[src/rtl/id_ex_stage_if.sv]
// Decode-to-execute bundle: decoded instruction, register-file read data,
// writeback bypass, and the execute-side outputs of the ID/EX register.
interface id_ex_stage_if #(
    parameter int XLEN  = 32,
    parameter int CNT_W = 16
);
    logic             in_valid_i;
    logic             in_ready_o;
    logic [XLEN-1:0]  pc_i;
    logic [XLEN-1:0]  imm_i;
    logic [4:0]       rs1_i;
    logic [4:0]       rs2_i;
    logic [4:0]       rd_i;
    logic             use_rs1_i;
    logic             use_rs2_i;
    logic [3:0]       alu_op_i;
    logic             mem_rd_i;
    logic             mem_wr_i;
    logic             wb_en_i;
    logic [XLEN-1:0]  reg_src_1_dat_i;
    logic [XLEN-1:0]  reg_src_2_dat_i;
    logic             wb_we_i;
    logic [4:0]       wb_rd_i;
    logic [XLEN-1:0]  wb_dat_i;
    logic             flush_i;
    logic             out_ready_i;
    logic             out_valid_o;
    logic [XLEN-1:0]  out_pc_o;
    logic [XLEN-1:0]  out_imm_o;
    logic [XLEN-1:0]  out_rs1_dat_o;
    logic [XLEN-1:0]  out_rs2_dat_o;
    logic [4:0]       out_rs1_o;
    logic [4:0]       out_rs2_o;
    logic [4:0]       out_rd_o;
    logic [3:0]       out_alu_op_o;
    logic             out_mem_rd_o;
    logic             out_mem_wr_o;
    logic             out_wb_en_o;
    logic [CNT_W-1:0] bubble_cnt_o;

    modport slave (
        input  in_valid_i, pc_i, imm_i, rs1_i, rs2_i, rd_i, use_rs1_i, use_rs2_i,
               alu_op_i, mem_rd_i, mem_wr_i, wb_en_i, reg_src_1_dat_i, reg_src_2_dat_i,
               wb_we_i, wb_rd_i, wb_dat_i, flush_i, out_ready_i,
        output in_ready_o, out_valid_o, out_pc_o, out_imm_o, out_rs1_dat_o, out_rs2_dat_o,
               out_rs1_o, out_rs2_o, out_rd_o, out_alu_op_o, out_mem_rd_o, out_mem_wr_o,
               out_wb_en_o, bubble_cnt_o
    );

    modport master (
        output in_valid_i, pc_i, imm_i, rs1_i, rs2_i, rd_i, use_rs1_i, use_rs2_i,
               alu_op_i, mem_rd_i, mem_wr_i, wb_en_i, reg_src_1_dat_i, reg_src_2_dat_i,
               wb_we_i, wb_rd_i, wb_dat_i, flush_i, out_ready_i,
        input  in_ready_o, out_valid_o, out_pc_o, out_imm_o, out_rs1_dat_o, out_rs2_dat_o,
               out_rs1_o, out_rs2_o, out_rd_o, out_alu_op_o, out_mem_rd_o, out_mem_wr_o,
               out_wb_en_o, bubble_cnt_o
    );
endinterface

[src/rtl/id_ex_stage.sv]
// ID/EX pipeline register with same-cycle writeback bypass, load-use bubble
// insertion, flush, held-operand refresh and a saturating bubble counter.
module id_ex_stage #(
    parameter int XLEN  = 32,
    parameter int CNT_W = 16
) (
    input  logic         clk,
    input  logic         rst_n_i,
    id_ex_stage_if.slave bus
);
    logic             valid_q, valid_d;
    logic [XLEN-1:0]  pc_q, pc_d, imm_q, imm_d;
    logic [XLEN-1:0]  rs1_dat_q, rs1_dat_d, rs2_dat_q, rs2_dat_d;
    logic [4:0]       rs1_q, rs1_d, rs2_q, rs2_d, rd_q, rd_d;
    logic [3:0]       alu_op_q, alu_op_d;
    logic             mem_rd_q, mem_rd_d, mem_wr_q, mem_wr_d, wb_en_q, wb_en_d;
    logic [CNT_W-1:0] cnt_q, cnt_d;

    logic [XLEN-1:0]  op1, op2;
    logic             hazard;
    logic             in_ready;

    // x0 is forced here because the register file does not hardwire it.
    always_comb begin
        op1 = bus.reg_src_1_dat_i;
        op2 = bus.reg_src_2_dat_i;
        if (bus.rs1_i == 5'd0) begin
            op1 = '0;
        end else if (bus.wb_we_i && bus.wb_rd_i == bus.rs1_i) begin
            op1 = bus.wb_dat_i;
        end
        if (bus.rs2_i == 5'd0) begin
            op2 = '0;
        end else if (bus.wb_we_i && bus.wb_rd_i == bus.rs2_i) begin
            op2 = bus.wb_dat_i;
        end
    end

    assign hazard = valid_q && mem_rd_q && (rd_q != 5'd0) &&
                    ((bus.use_rs1_i && bus.rs1_i == rd_q) ||
                     (bus.use_rs2_i && bus.rs2_i == rd_q));

    assign in_ready = bus.flush_i || ((!valid_q || bus.out_ready_i) && !hazard);

    always_comb begin
        valid_d   = valid_q;
        pc_d      = pc_q;
        imm_d     = imm_q;
        rs1_dat_d = rs1_dat_q;
        rs2_dat_d = rs2_dat_q;
        rs1_d     = rs1_q;
        rs2_d     = rs2_q;
        rd_d      = rd_q;
        alu_op_d  = alu_op_q;
        mem_rd_d  = mem_rd_q;
        mem_wr_d  = mem_wr_q;
        wb_en_d   = wb_en_q;
        cnt_d     = cnt_q;
        if (bus.flush_i) begin
            valid_d = 1'b0;
        end else if (bus.in_valid_i && in_ready) begin
            valid_d   = 1'b1;
            pc_d      = bus.pc_i;
            imm_d     = bus.imm_i;
            rs1_dat_d = op1;
            rs2_dat_d = op2;
            rs1_d     = bus.rs1_i;
            rs2_d     = bus.rs2_i;
            rd_d      = bus.rd_i;
            alu_op_d  = bus.alu_op_i;
            mem_rd_d  = bus.mem_rd_i;
            mem_wr_d  = bus.mem_wr_i;
            wb_en_d   = bus.wb_en_i;
        end else if (hazard && bus.out_ready_i) begin
            valid_d = 1'b0;
            if (cnt_q != '1) begin
                cnt_d = cnt_q + {{(CNT_W-1){1'b0}}, 1'b1};
            end
        end else if (bus.out_ready_i) begin
            valid_d = 1'b0;
        end else if (valid_q) begin
            // Held operands track later writebacks so they are current when released.
            if (bus.wb_we_i && bus.wb_rd_i != 5'd0 && bus.wb_rd_i == rs1_q) begin
                rs1_dat_d = bus.wb_dat_i;
            end
            if (bus.wb_we_i && bus.wb_rd_i != 5'd0 && bus.wb_rd_i == rs2_q) begin
                rs2_dat_d = bus.wb_dat_i;
            end
        end
    end

    always_ff @(posedge clk or negedge rst_n_i) begin
        if (!rst_n_i) begin
            valid_q   <= 1'b0;
            pc_q      <= '0;
            imm_q     <= '0;
            rs1_dat_q <= '0;
            rs2_dat_q <= '0;
            rs1_q     <= '0;
            rs2_q     <= '0;
            rd_q      <= '0;
            alu_op_q  <= '0;
            mem_rd_q  <= 1'b0;
            mem_wr_q  <= 1'b0;
            wb_en_q   <= 1'b0;
            cnt_q     <= '0;
        end else begin
            valid_q   <= valid_d;
            pc_q      <= pc_d;
            imm_q     <= imm_d;
            rs1_dat_q <= rs1_dat_d;
            rs2_dat_q <= rs2_dat_d;
            rs1_q     <= rs1_d;
            rs2_q     <= rs2_d;
            rd_q      <= rd_d;
            alu_op_q  <= alu_op_d;
            mem_rd_q  <= mem_rd_d;
            mem_wr_q  <= mem_wr_d;
            wb_en_q   <= wb_en_d;
            cnt_q     <= cnt_d;
        end
    end

    assign bus.in_ready_o    = in_ready;
    assign bus.out_valid_o   = valid_q;
    assign bus.out_pc_o      = pc_q;
    assign bus.out_imm_o     = imm_q;
    assign bus.out_rs1_dat_o = rs1_dat_q;
    assign bus.out_rs2_dat_o = rs2_dat_q;
    assign bus.out_rs1_o     = rs1_q;
    assign bus.out_rs2_o     = rs2_q;
    assign bus.out_rd_o      = rd_q;
    assign bus.out_alu_op_o  = alu_op_q;
    assign bus.out_mem_rd_o  = mem_rd_q;
    assign bus.out_mem_wr_o  = mem_wr_q;
    assign bus.out_wb_en_o   = wb_en_q;
    assign bus.bubble_cnt_o  = cnt_q;
endmodule

[src/flat_wrapper.sv]
// flat-port wrapper written by rule: the top's interface ports become plain ports
module id_ex_stage_flat 
#(
    parameter int XLEN  = 32,
    parameter int CNT_W = 16
)
  (clk, rst_n_i, bus_in_valid_i, bus_pc_i, bus_imm_i, bus_rs1_i, bus_rs2_i, bus_rd_i, bus_use_rs1_i, bus_use_rs2_i, bus_alu_op_i, bus_mem_rd_i, bus_mem_wr_i, bus_wb_en_i, bus_reg_src_1_dat_i, bus_reg_src_2_dat_i, bus_wb_we_i, bus_wb_rd_i, bus_wb_dat_i, bus_flush_i, bus_out_ready_i, bus_in_ready_o, bus_out_valid_o, bus_out_pc_o, bus_out_imm_o, bus_out_rs1_dat_o, bus_out_rs2_dat_o, bus_out_rs1_o, bus_out_rs2_o, bus_out_rd_o, bus_out_alu_op_o, bus_out_mem_rd_o, bus_out_mem_wr_o, bus_out_wb_en_o, bus_bubble_cnt_o);
  id_ex_stage_if #(.XLEN(XLEN), .CNT_W(CNT_W)) bus_i ();
  input  logic clk;
  input  logic rst_n_i;
  input wire logic [$bits(bus_i.in_valid_i)-1:0] bus_in_valid_i;
  input wire logic [$bits(bus_i.pc_i)-1:0] bus_pc_i;
  input wire logic [$bits(bus_i.imm_i)-1:0] bus_imm_i;
  input wire logic [$bits(bus_i.rs1_i)-1:0] bus_rs1_i;
  input wire logic [$bits(bus_i.rs2_i)-1:0] bus_rs2_i;
  input wire logic [$bits(bus_i.rd_i)-1:0] bus_rd_i;
  input wire logic [$bits(bus_i.use_rs1_i)-1:0] bus_use_rs1_i;
  input wire logic [$bits(bus_i.use_rs2_i)-1:0] bus_use_rs2_i;
  input wire logic [$bits(bus_i.alu_op_i)-1:0] bus_alu_op_i;
  input wire logic [$bits(bus_i.mem_rd_i)-1:0] bus_mem_rd_i;
  input wire logic [$bits(bus_i.mem_wr_i)-1:0] bus_mem_wr_i;
  input wire logic [$bits(bus_i.wb_en_i)-1:0] bus_wb_en_i;
  input wire logic [$bits(bus_i.reg_src_1_dat_i)-1:0] bus_reg_src_1_dat_i;
  input wire logic [$bits(bus_i.reg_src_2_dat_i)-1:0] bus_reg_src_2_dat_i;
  input wire logic [$bits(bus_i.wb_we_i)-1:0] bus_wb_we_i;
  input wire logic [$bits(bus_i.wb_rd_i)-1:0] bus_wb_rd_i;
  input wire logic [$bits(bus_i.wb_dat_i)-1:0] bus_wb_dat_i;
  input wire logic [$bits(bus_i.flush_i)-1:0] bus_flush_i;
  input wire logic [$bits(bus_i.out_ready_i)-1:0] bus_out_ready_i;
  output wire logic [$bits(bus_i.in_ready_o)-1:0] bus_in_ready_o;
  output wire logic [$bits(bus_i.out_valid_o)-1:0] bus_out_valid_o;
  output wire logic [$bits(bus_i.out_pc_o)-1:0] bus_out_pc_o;
  output wire logic [$bits(bus_i.out_imm_o)-1:0] bus_out_imm_o;
  output wire logic [$bits(bus_i.out_rs1_dat_o)-1:0] bus_out_rs1_dat_o;
  output wire logic [$bits(bus_i.out_rs2_dat_o)-1:0] bus_out_rs2_dat_o;
  output wire logic [$bits(bus_i.out_rs1_o)-1:0] bus_out_rs1_o;
  output wire logic [$bits(bus_i.out_rs2_o)-1:0] bus_out_rs2_o;
  output wire logic [$bits(bus_i.out_rd_o)-1:0] bus_out_rd_o;
  output wire logic [$bits(bus_i.out_alu_op_o)-1:0] bus_out_alu_op_o;
  output wire logic [$bits(bus_i.out_mem_rd_o)-1:0] bus_out_mem_rd_o;
  output wire logic [$bits(bus_i.out_mem_wr_o)-1:0] bus_out_mem_wr_o;
  output wire logic [$bits(bus_i.out_wb_en_o)-1:0] bus_out_wb_en_o;
  output wire logic [$bits(bus_i.bubble_cnt_o)-1:0] bus_bubble_cnt_o;
  assign bus_i.in_valid_i = bus_in_valid_i;
  assign bus_i.pc_i = bus_pc_i;
  assign bus_i.imm_i = bus_imm_i;
  assign bus_i.rs1_i = bus_rs1_i;
  assign bus_i.rs2_i = bus_rs2_i;
  assign bus_i.rd_i = bus_rd_i;
  assign bus_i.use_rs1_i = bus_use_rs1_i;
  assign bus_i.use_rs2_i = bus_use_rs2_i;
  assign bus_i.alu_op_i = bus_alu_op_i;
  assign bus_i.mem_rd_i = bus_mem_rd_i;
  assign bus_i.mem_wr_i = bus_mem_wr_i;
  assign bus_i.wb_en_i = bus_wb_en_i;
  assign bus_i.reg_src_1_dat_i = bus_reg_src_1_dat_i;
  assign bus_i.reg_src_2_dat_i = bus_reg_src_2_dat_i;
  assign bus_i.wb_we_i = bus_wb_we_i;
  assign bus_i.wb_rd_i = bus_wb_rd_i;
  assign bus_i.wb_dat_i = bus_wb_dat_i;
  assign bus_i.flush_i = bus_flush_i;
  assign bus_i.out_ready_i = bus_out_ready_i;
  assign bus_in_ready_o = bus_i.in_ready_o;
  assign bus_out_valid_o = bus_i.out_valid_o;
  assign bus_out_pc_o = bus_i.out_pc_o;
  assign bus_out_imm_o = bus_i.out_imm_o;
  assign bus_out_rs1_dat_o = bus_i.out_rs1_dat_o;
  assign bus_out_rs2_dat_o = bus_i.out_rs2_dat_o;
  assign bus_out_rs1_o = bus_i.out_rs1_o;
  assign bus_out_rs2_o = bus_i.out_rs2_o;
  assign bus_out_rd_o = bus_i.out_rd_o;
  assign bus_out_alu_op_o = bus_i.out_alu_op_o;
  assign bus_out_mem_rd_o = bus_i.out_mem_rd_o;
  assign bus_out_mem_wr_o = bus_i.out_mem_wr_o;
  assign bus_out_wb_en_o = bus_i.out_wb_en_o;
  assign bus_bubble_cnt_o = bus_i.bubble_cnt_o;
  id_ex_stage #(.XLEN(XLEN), .CNT_W(CNT_W)) u_core (.clk(clk), .rst_n_i(rst_n_i), .bus(bus_i));
endmodule
[config.mk]
export PLATFORM = sky130hd
export DESIGN_NAME = id_ex_stage_flat
export DESIGN_NICKNAME = d
export VERILOG_FILES = /design/src/rtl/id_ex_stage_if.sv /design/src/rtl/id_ex_stage.sv /design/src/flat_wrapper.sv
export SDC_FILE = /design/constraint.sdc
export NUM_CORES = 1
export LEC_CHECK = 0
export ABC_AREA = 1
export CAP_MARGIN = 30
export CORE_ASPECT_RATIO = 0.75
export CORE_MARGIN = 1.5
export CORE_UTILIZATION = 41
export CTS_CLUSTER_SIZE = 30
export DETAILED_ROUTE_END_ITERATION = 8
export PLACE_DENSITY = 0.84
export SLEW_MARGIN = 20
export SYNTH_ARGS = -nofsm -noshare
export SYNTH_HDL_FRONTEND = slang
export SYNTH_SLANG_ARGS = --single-unit
[constraint.sdc]
create_clock -name clk -period 1.9 [get_ports clk]
set_input_delay 0.38 -clock clk [delete_from_list [all_inputs] [get_ports clk]]
set_output_delay 0.38 -clock clk [all_outputs]
set_load 0.05 [all_outputs]
==> flow_summary_export.csv <==
group,metric,value,unit
drt,vias,11100,
floorplanning,core_area,22200,um2
synth,syn_nets,1599,
worst_setup_path,arrival,1.80,ns
worst_setup_path,critPathCaptureType,"output port",
drt,vias_per_cell,5.14,
drt,dr_wl_met2,17800,um
placement,numPortBuffers,362,
worst_setup_path,slowest_delay,0.42,ns
sta,fin_worst_skew,0.0173,ns
cts,cts_max_level,4,
sta,tns,-24.36,ns
placement,gp_congestion,0.971,
synth,synth-seq-cells,167,
drt,wirelength_met1,15300,um
floorplanning,die-area,23800,um2
worst_setup_path,worstReg2RegStart,"u_core.bus.out_rd_o[2]",
floorplanning,initial_utilization,42.1,%
sta,timing.hold.ws,0.387,ns
placement,place_area,13700,um2
floorplanning,rows,47,
sta,setup_viol_count_final,165,
synth,synth_cells,1403,
worst_setup_path,path_cells,"inv_2, buf_6, nand4_1, nand3_1, inv_2, a21oi_4, buf_12",
cts,root_buffer,"clkbuf_16",
grt,grt_overflow,0,
cts,cts_tree,"done",
sta,slew_headroom,65.3,%
worst_setup_path,startpoint_type,"flop",
synth,synth.avg_cell_area,6.68,um2
power,swShare,41.7,%
worst_setup_path,path_class,"flop to output port",
worst_hold_path,worstHoldStart,"bus_rs1_i[2]",
grt,grt_pass1_vias,10700,
cells_and_area,area_growth,67.9,%
synth,ys_seq_area_share,44.6,%
worst_setup_path,critPathMostFrequentCell,"inv_2",
drt,met3_length,4370,um
power,power.leakage,0.00892,uW
placement,hpwlAfterDp,25000,um
outcome,outcome,"complete, but fails checks",
sta,rsz0062_at_grt,"yes",
floorplanning,fp.dieH,134,um
sta,worst_pin_slew,0.522,ns
floorplanning,die_w,178,um
power,p_sw,5560,uW
drt,wirelength,38600,um
worst_hold_path,holdPathStages,4,
grt,grt_max_degree,65,
cells_and_area,drive_above_1_share,20.3,%
cells_and_area,stdcell_area,15700,um2
cts,cts_sinks,167,
sta,slew_violations,0,
grt,grt_pass1_wl,57900,um
power,p_seq_share,33.4,%
worst_setup_path,r2r_cells,16,
cells_and_area,fill_cells,1732,
sta,fin_crit,2.18,ns
sta,report.final.hold_viol_count,0,
sta,fin_ws,-0.275,ns
cts,cts_buffers,17,
drt,ant_nets,0,
synth,netlist-cell-type-count,28,
drt,wire_per_inst,17.8,um
drt,drt_iter0_drc,916,
outcome,violations,"setup timing",
sta,fmax,460,MHz
worst_hold_path,hold_path_class,"primary input to flop",
cts,clkTransAtPathRegs,0.08,ns
worst_setup_path,slowest_stage,"dfrtp_1",
cells_and_area,mostFrequentLayoutCells,"640 x nand2_1, 188 x clkdlybuf4s50_1, 167 x buf_4",
sta,min_period_over_period,114,%
grt,track_usage,31.5,%
cts,clk_latency,0.44,ns
cells_and_area,final_common_cell,"nand2_1",
drt,drcViolationCount,0,
drt,drtPass1Iterations,5,
power,p_int,7770,uW
floorplanning,pin_count,363,
synth,synth_warnings,0,
flow_run,maxCapViolCount,0,
worst_setup_path,worstPathRequired,1.52,ns
cells_and_area,fin_util,70.8,%
worst_setup_path,crit_fanout,4,
drt,routed.top_layer,"met4",
power,p_clk_share,26.6,%
power,power_density,847,nW/um2
power,comb_power_share,39.9,%
power,peakVddDrop,619,uV
synth,synth_area,9370,um2
grt,antenna_found_initial,2,
worst_setup_path,r2r_slack,-0.21,ns
worst_setup_path,critPathLaunch,"u_core.bus.out_rd_o[4]",
cells_and_area,fin_nets,2057,
cts,clock_path_buffers,2,
==> flip-flops by register name (all words and copies together) (netlist names), 4 cells and up <==
signal and count:
u_core.bus.bubble_cnt_o 16, u_core.bus.out_rs2_o 5, u_core.bus.out_imm_o 32, u_core.bus.out_pc_o 32, u_core.bus.out_rd_o 5, u_core.bus.out_alu_op_o 4, u_core.bus.out_rs1_dat_o 32, u_core.bus.out_rs1_o 5
u_core.bus.out_rs2_dat_o 32
==> kinds of logic (layout without fill, tap and decap cells) <==
group,after synthesis,in the layout,synth area share (%)
simple gates,1013,1013,43.7
buf+inv,182,653,8.80
flops,167,167,44.6
compound gates,26,26,1.43
xor+xnor,14,14,1.31
fa+ha+maj,1,1,0.134
other cells,0,2,0
==> area by class of cell <==
class | count | area, um2 | share of cell area, %
Timing Repair Buffer | 512 | 5470 | 34.7
Multi-Input combinational cell | 1054 | 4690 | 29.8
Sequential cell | 167 | 4180 | 26.6
Clock buffer | 17 | 425 | 2.70
Inverter | 108 | 415 | 2.64
Tap cell | 294 | 368 | 2.34
Clock inverter | 15 | 175 | 1.11
Timing Repair inverter | 1 | 6.26 | 0.0398
Antenna cell | 2 | 5.00 | 0.0318
==> per-layer routing <==
metal	up-vias	global-route usage (%)
li1	5213	-
met1	5178	41.1
met2	668	50.2
met3	88	8.87
met4	0	10.9
met5	-	0
==> worst max-delay path: cells and delay by family, from the launching register on <==
family | cells | cell delay, ns
flops | 1 | 0.42
compound gates | 1 | 0.21
simple gates | 2 | 0.27
buf+inv | 4 | 0.45
==> synthesized netlist by cell type (all sizes together) <==
cell type    n  area, um2
dfrtp      167       4180
o21ai       25        129
buf         54        344
inv        108        405
nand3b       3       22.5
nor3         6       35.0
a21oi        1       5.00
xnor2        5       43.8
ha           1       12.5
nor2       153        582
nor4         3       25.0
clkbuf      20       75.1
xor2         9       78.8
nand3      145        741
nand4       10       83.8
nand2      693       2610
==> power groups by stage <==
| stage | Sequential (uW) | Clock, uW | Combinational (uW) |
|---|---|---|---|
| 3_5_place_dp | 4500 | 0 | 5000 |
| 4_1_cts | 4440 | 3600 | 5180 |
| 3_3_place_gp | 4500 | 0 | 4930 |
| 2_1_floorplan | 6320 | 0 | 1040 |
| 6_report | 4460 | 3550 | 5320 |
| 5_1_grt | 4510 | 3740 | 5610 |
==> worst paths after layout <==
check	to
max	bus_in_ready_o
max in group asynchronous	u_core.bus.out_valid_o
min in group asynchronous	u_core.bus.out_rd_o[4]
min reg2reg	u_core.bus.out_imm_o[19]
min	u_core.bus.out_rs1_o[2]
max reg2reg	u_core.bus.out_rs2_dat_o[10]
==> what timing repair did <==
action,in CTS,in global routing
gates cloned,24,5
hold endpoints to repair,26,0
pin swaps,13,27
setup endpoints to repair,210,168
setup buffers,25,7
gates resized for setup,133,86
hold buffers,1,0
==> metrics by stage <==
stage | setup slack, ns | cells | power, uW
final | -0.275 | 2170 | 13300
after CTS | -0.289 | 2156 | 13200
after global routing | -0.330 | 2170 | 13900
after global placement | -0.423 | 2075 | 9430
after floorplan | 0.00913 | 1403 | 7360
after detailed placement | -0.469 | 2075 | 9500
Power figures use the tool's default switching activity.
